**src/rtl/addsub_pkg.sv**
```systemverilog
// Shared definitions for the multi-precision add/subtract sequencer:
// FSM state encoding, NZVC flag bit positions and the default operand size.
package addsub_pkg;

    localparam int DEFAULT_NBYTES = 4;

    // Bit positions of the condition codes when packed into a 4-bit NZVC vector
    localparam int FLAG_N = 3;
    localparam int FLAG_Z = 2;
    localparam int FLAG_V = 1;
    localparam int FLAG_C = 0;

    typedef enum logic [1:0] {
        ST_IDLE = 2'd0,
        ST_BUSY = 2'd1,
        ST_DONE = 2'd2
    } state_e;

endpackage

```
**src/rtl/addsub8_cin.sv**
```systemverilog
// Combinational 8-bit add/subtract slice with carry-in. Subtraction inverts b
// and relies on the caller seeding cin=1 for the least-significant byte, so
// cout is the inverted borrow. c7 exposes the carry into bit 7 so the caller
// can derive signed overflow for the most-significant byte.
module addsub8_cin (
    input  logic [7:0] a,
    input  logic [7:0] b,
    input  logic       sub,
    input  logic       cin,
    output logic [7:0] s,
    output logic       cout,
    output logic       c7
);

    logic [7:0] bEff;
    logic [7:0] lowSum;
    logic [1:0] topSum;

    // Split the add at bit 7 so the carry into the sign bit is visible
    always_comb begin
        bEff   = sub ? ~b : b;
        lowSum = {1'b0, a[6:0]} + {1'b0, bEff[6:0]} + {7'd0, cin};
        topSum = {1'b0, a[7]} + {1'b0, bEff[7]} + {1'b0, lowSum[7]};
        s      = {topSum[0], lowSum[6:0]};
        cout   = topSum[1];
        c7     = lowSum[7];
    end

endmodule

```
**src/rtl/multiprec_addsub_seq.sv**
```systemverilog
// Byte-serial multi-precision add/subtract unit. Operands are latched on the
// input handshake, one byte is processed per clock (LSB first) through a
// single 8-bit slice with carry chaining, and the full-width result plus NZVC
// flags are held until the consumer accepts them.
module multiprec_addsub_seq
    import addsub_pkg::*;
#(
    parameter int NBYTES = DEFAULT_NBYTES
) (
    input  logic                clk,
    input  logic                rst,
    input  logic                in_valid,
    output logic                in_ready,
    input  logic [8*NBYTES-1:0] x,
    input  logic [8*NBYTES-1:0] y,
    input  logic                sub,
    output logic                out_valid,
    input  logic                out_ready,
    output logic [8*NBYTES-1:0] result,
    output logic                ccn,
    output logic                ccz,
    output logic                ccv,
    output logic                ccc
);

    localparam int W  = 8 * NBYTES;
    localparam int KW = (NBYTES > 1) ? $clog2(NBYTES) : 1;
    localparam logic [KW-1:0] K_LAST = KW'(NBYTES - 1);

    state_e        state_q, state_d;
    logic [KW-1:0] k_q, k_d;
    logic [W-1:0]  x_q, x_d;
    logic [W-1:0]  y_q, y_d;
    logic          sub_q, sub_d;
    logic          carry_q, carry_d;
    logic          zacc_q, zacc_d;
    logic [W-1:0]  result_q, result_d;
    logic [3:0]    flags_q, flags_d;

    logic [7:0]    sliceA;
    logic [7:0]    sliceB;
    logic [7:0]    sliceS;
    logic          sliceCout;
    logic          sliceC7;
    logic [KW+2:0] bitBase;

    assign bitBase = {k_q, 3'b000};
    assign sliceA  = x_q[bitBase +: 8];
    assign sliceB  = y_q[bitBase +: 8];

    addsub8_cin u_slice (
        .a    (sliceA),
        .b    (sliceB),
        .sub  (sub_q),
        .cin  (carry_q),
        .s    (sliceS),
        .cout (sliceCout),
        .c7   (sliceC7)
    );

    // Next-state logic: accept in IDLE, chain one byte per cycle in BUSY,
    // hold the result in DONE until the consumer takes it
    always_comb begin
        state_d  = state_q;
        k_d      = k_q;
        x_d      = x_q;
        y_d      = y_q;
        sub_d    = sub_q;
        carry_d  = carry_q;
        zacc_d   = zacc_q;
        result_d = result_q;
        flags_d  = flags_q;
        case (state_q)
            ST_IDLE: begin
                if (in_valid) begin
                    x_d     = x;
                    y_d     = y;
                    sub_d   = sub;
                    k_d     = '0;
                    carry_d = sub;
                    zacc_d  = 1'b1;
                    state_d = ST_BUSY;
                end
            end
            ST_BUSY: begin
                result_d[bitBase +: 8] = sliceS;
                carry_d = sliceCout;
                zacc_d  = zacc_q & (sliceS == 8'h00);
                if (k_q == K_LAST) begin
                    flags_d[FLAG_N] = sliceS[7];
                    flags_d[FLAG_Z] = zacc_q & (sliceS == 8'h00);
                    flags_d[FLAG_V] = sliceC7 ^ sliceCout;
                    flags_d[FLAG_C] = sliceCout;
                    state_d = ST_DONE;
                end else begin
                    k_d = k_q + 1'b1;
                end
            end
            ST_DONE: begin
                if (out_ready) begin
                    state_d = ST_IDLE;
                end
            end
            default: begin
                state_d = ST_IDLE;
            end
        endcase
    end

    // State registers; reset abandons any operation in flight
    always_ff @(posedge clk) begin
        if (rst) begin
            state_q  <= ST_IDLE;
            k_q      <= '0;
            x_q      <= '0;
            y_q      <= '0;
            sub_q    <= 1'b0;
            carry_q  <= 1'b0;
            zacc_q   <= 1'b0;
            result_q <= '0;
            flags_q  <= '0;
        end else begin
            state_q  <= state_d;
            k_q      <= k_d;
            x_q      <= x_d;
            y_q      <= y_d;
            sub_q    <= sub_d;
            carry_q  <= carry_d;
            zacc_q   <= zacc_d;
            result_q <= result_d;
            flags_q  <= flags_d;
        end
    end

    assign in_ready  = (state_q == ST_IDLE) & ~rst;
    assign out_valid = (state_q == ST_DONE);
    assign result    = result_q;
    assign ccn       = flags_q[FLAG_N];
    assign ccz       = flags_q[FLAG_Z];
    assign ccv       = flags_q[FLAG_V];
    assign ccc       = flags_q[FLAG_C];

endmodule

```
**config.mk**
```make
export PLATFORM = sky130hd
export DESIGN_NAME = multiprec_addsub_seq
export DESIGN_NICKNAME = d
export VERILOG_FILES = /design/src/rtl/addsub_pkg.sv /design/src/rtl/addsub8_cin.sv /design/src/rtl/multiprec_addsub_seq.sv
export SDC_FILE = /design/constraint.sdc
export NUM_CORES = 1
export LEC_CHECK = 0
export BUFFER_PORTS_ARGS = -buffer_cell sky130_fd_sc_hd__buf_2
export CORE_ASPECT_RATIO = 0.7
export CORE_UTILIZATION = 43
export DETAILED_ROUTE_END_ITERATION = 10
export PLACE_DENSITY_LB_ADDON = 0.05
export SLEW_MARGIN = 25
export SYNTH_ARGS = -nofsm -noshare
export SYNTH_HDL_FRONTEND = slang
export SYNTH_SLANG_ARGS = --single-unit
```
**constraint.sdc**
```tcl
create_clock -name clk -period 6.29 [get_ports clk]
set_input_delay 0.9435 -clock clk [delete_from_list [all_inputs] [get_ports clk]]
set_output_delay 0.9435 -clock clk [all_outputs]
set_load 0.01 [all_outputs]
```
==> flow_metrics.py <==
metrics = {
    "final_layout": {
        "nNetsFinal": 704,
        "drive_gt1_frac": 0.255,
        "syn_to_final_growth_pct": 18.6,
        "diodes": 0,
        "mostFrequentLayoutCell": "nand2_1",
        "final_cell_mix": "136 x nand2_1, 107 x dfxtp_1, 105 x buf_2",
    },
    "timing": {
        "drv_slew": 0,
        "setup-tns-final_ns": 0,
        "slew_headroom": 0.354,
        "setup_viol": 0,
        "fmax_mhz": 224,
        "rsz0062_at_grt": "no",
        "tightest_slew_ns": 0.968,
        "hold_violations": 0,
        "fin_crit_sh": 0.709,
        "fin_crit_ns": 4.46,
        "finClkSkew_ns": 0.00734,
    },
    "setup_path": {
        "critPathBufInv": 1,
        "rr_endpoint": "flags_q[2]$_SDFFE_PP0P_",
        "path_class": "reg2reg",
        "crit_chain": "mux4_2 -> xnor2_1 -> fa_1 -> nor2b_1 -> o2111ai_1 -> a21oi_1 -> nor2_1 -> fa_1 -> inv_1 -> nor4_1 -> o221a_2 -> o2111ai_1 -> a21oi_1",
        "end_kind": "flip-flop",
        "worstPathRequired_ns": 6.55,
        "critPathTopFamily": "flip-flops",
        "worstPathArrival_ns": 4.72,
        "cp_max_fo": 21,
        "regToRegSetupSlack_ns": 1.83,
        "cp_slowest_cell": "dfxtp_1",
        "ff2ff_path_depth": 13,
        "startpoint_type": "flip-flop",
        "max_stage_delay_ns": 0.96,
        "r2r-start": "k_q[1]$_SDFFE_PP0P_",
    },
    "placed_design": {
        "place_congestion": 0.793,
        "dp_hpwl_um": 8620,
        "io_buffer_count": 106,
    },
    "clocking": {
        "cts_resized": 0,
        "cts-buffers-inserted": 9,
        "cts_setup_buffers": 0,
        "cts.sinks": 107,
        "cts_root_buffer": "clkbuf_16",
        "clock_path_buffers": 2,
        "cts_tree": "built",
        "insertion_delay_ns": 0.34,
        "clk_pin_slew_ns": 0.07,
        "hold_buffers": 0,
        "htree_levels": 3,
    },
    "drt": {
        "drcViolationCount": 0,
        "drt_iter0_drc": 218,
        "drt_wl_total_um": 11900,
        "wl_per_cell_um": 15.4,
        "vias_per_cell": 5.26,
        "via_count": 4061,
        "antenna_left": 0,
        "dr.pass1.iters": 5,
    },
    "yosys": {
        "ys_seq_elements": 107,
        "syn_area_um2": 4750,
        "ys_seq_area_frac": 0.451,
        "async_flop_share": 0,
        "synth_ff_type": "dfxtp_1",
        "syn_inst": 533,
        "synth_edf_count": 0,
        "yosysUniqueCellTypes": 50,
        "syn_nets": 617,
        "syn_area_per_cell_um2": 8.91,
        "yosys_warnings": 0,
    },
    "run_status": {
        "status": "completed",
    },
    "global_routing": {
        "grt_max_degree": 82,
        "grt_pass1_wl_um": 19600,
        "gr-usage-met2": 0.316,
        "use_met3": 0.0482,
        "met1_usage": 0.329,
        "first_global_vias": 3901,
        "grt-ovfl-total": 0,
        "antenna_found_initial": 0,
        "busiest_layer": "met1",
        "track_usage": 0.218,
    },
    "hold_path": {
        "hold_depth": 2,
        "holdCritStartpoint": "x_q[28]$_SDFFE_PP0P_",
        "hp-class": "reg2reg",
        "min_to": "x_q[28]$_SDFFE_PP0P_",
    },
    "floorplanning": {
        "die_x_um": 128,
        "rows": 31,
        "core_um2": 10600,
        "pin_count": 107,
        "initial_core_util": 0.450,
        "die_area_um2": 11500,
        "die_h_um": 89.9,
    },
    "power": {
        "p_sw_frac": 0.277,
        "p_total_mw": 1.51,
        "p_leak_nw": 2.37,
        "p_sw_mw": 0.418,
        "power.share.sequential": 0.485,
        "pwr-share-clk": 0.351,
        "pwr_density_cell_nw_per_um2": 268,
        "internal-power_mw": 1.09,
        "power.share.combinational": 0.164,
        "vdd_drop_max_mv": 0.139,
    },
    "job": {
        "cap_violations": 0,
    },
}
stage by stage:
step / instances / instance area (um2) / hold slack [ns] / setup WS, ns / utilization
detailed placement: 757 / 5350 / 0.447 / 1.89 / 0.507
global placement: 757 / 5350 / 0.444 / 2.01 / 0.507
floorplan: 533 / 4750 / 0.433 / 2.57 / -
CTS: 772 / 5630 / 0.457 / 1.87 / 0.534
finish: 772 / 5630 / 0.453 / 1.83 / 0.534
global route: 772 / 5630 / 0.466 / 1.48 / 0.534
state kept, by name, indices dropped and copies added, names as in the netlist:
signal and count:
state_q 2, x_q 32, carry_q 1, k_q 2
result 32, sub_q 1, zacc_q 1, y_q 32
flags_q 4
layout make-up:
type / instances / area [um2]
clock buffer: 11 / 253
multi-input combinational: 381 / 2420
fill: 1025 / 4920
tap: 148 / 185
sequential: 107 / 2140
clock inverter: 4 / 26.3
timing repair buffer: 110 / 563
inverter: 11 / 41.3
worst register-to-register path: stages (launching register included):
cell	delay, ns
dfxtp_1	0.96
mux4_2	0.62
xnor2_1	0.15
fa_1	0.43
nor2b_1	0.19
o2111ai_1	0.16
a21oi_1	0.26
nor2_1	0.10
fa_1	0.53
inv_1	0.12
nor4_1	0.33
o221a_2	0.25
o2111ai_1	0.10
a21oi_1	0.17
per-layer routing:
layer  wire (um)  part of all wire  vias to the layer above
li1            -                 -                     2023
met1        6120              0.52                     1918
met2        4930              0.42                      110
met3         717             0.060                       10
met4         103            0.0087                        0
met5           0                 0                        -
power by group through the flow:
stage / clock, mW / combinational, mW / sequential (mW)
2_1_floorplan: 0 / 0.175 / 0.738
3_3_place_gp: 0 / 0.244 / 0.746
3_5_place_dp: 0 / 0.248 / 0.746
4_1_cts: 0.543 / 0.249 / 0.731
5_1_grt: 0.570 / 0.274 / 0.734
6_report: 0.530 / 0.247 / 0.731
cells by family after synthesis:
family	synth area share
AO/OA/AOI/OAI	0.172
AND/OR/NAND/NOR	0.200
adder cells (fa/ha/maj)	0.0443
buffers and inverters	0.0406
multiplexers	0.0759
flip-flops	0.451
XOR/XNOR	0.0166
worst max-delay path by stage:
stage,end,startpoint,slack [ns],cells after the start
detailed placement,flags_q[2]$_SDFFE_PP0P_,k_q[1]$_SDFFE_PP0P_,1.89,13
global route,flags_q[2]$_SDFFE_PP0P_,k_q[1]$_SDFFE_PP0P_,1.48,13
finish,flags_q[2]$_SDFFE_PP0P_,k_q[1]$_SDFFE_PP0P_,1.83,13
CTS,flags_q[2]$_SDFFE_PP0P_,k_q[1]$_SDFFE_PP0P_,1.87,13
global placement,flags_q[2]$_SDFFE_PP0P_,k_q[1]$_SDFFE_PP0P_,2.01,13
floorplan,flags_q[2]$_SDFFE_PP0P_,k_q[1]$_SDFFE_PP0P_,2.57,14
synth_stat cells (2+ instances only):
master / instances / area (um2)
buf_1: 8 / 30.0
o21ai_0: 3 / 15.0
clkbuf_1: 18 / 67.6
xnor2_1: 2 / 17.5
fa_1: 3 / 60.1
nand2b_1: 5 / 31.3
and2_1: 3 / 18.8
a22oi_2: 4 / 50.1
nand2_1: 136 / 510
mux4_2: 16 / 360
o2111ai_1: 2 / 17.5
nor2_1: 43 / 161
xor2_1: 7 / 61.3
nor3_4: 2 / 32.5
a22oi_1: 25 / 188
nor3_1: 4 / 20.0
or3_1: 2 / 12.5
ha_1: 12 / 150
buf_2: 4 / 20.0
dfxtp_1: 107 / 2140
a21oi_1: 73 / 365
buf_4: 3 / 22.5
inv_1: 11 / 41.3
a211oi_1: 4 / 30.0
nor2b_1: 4 / 25.0
a21o_1: 3 / 22.5
nand2_2: 3 / 18.8
a32oi_1: 4 / 35.0
(Power assumes the default switching activity.)
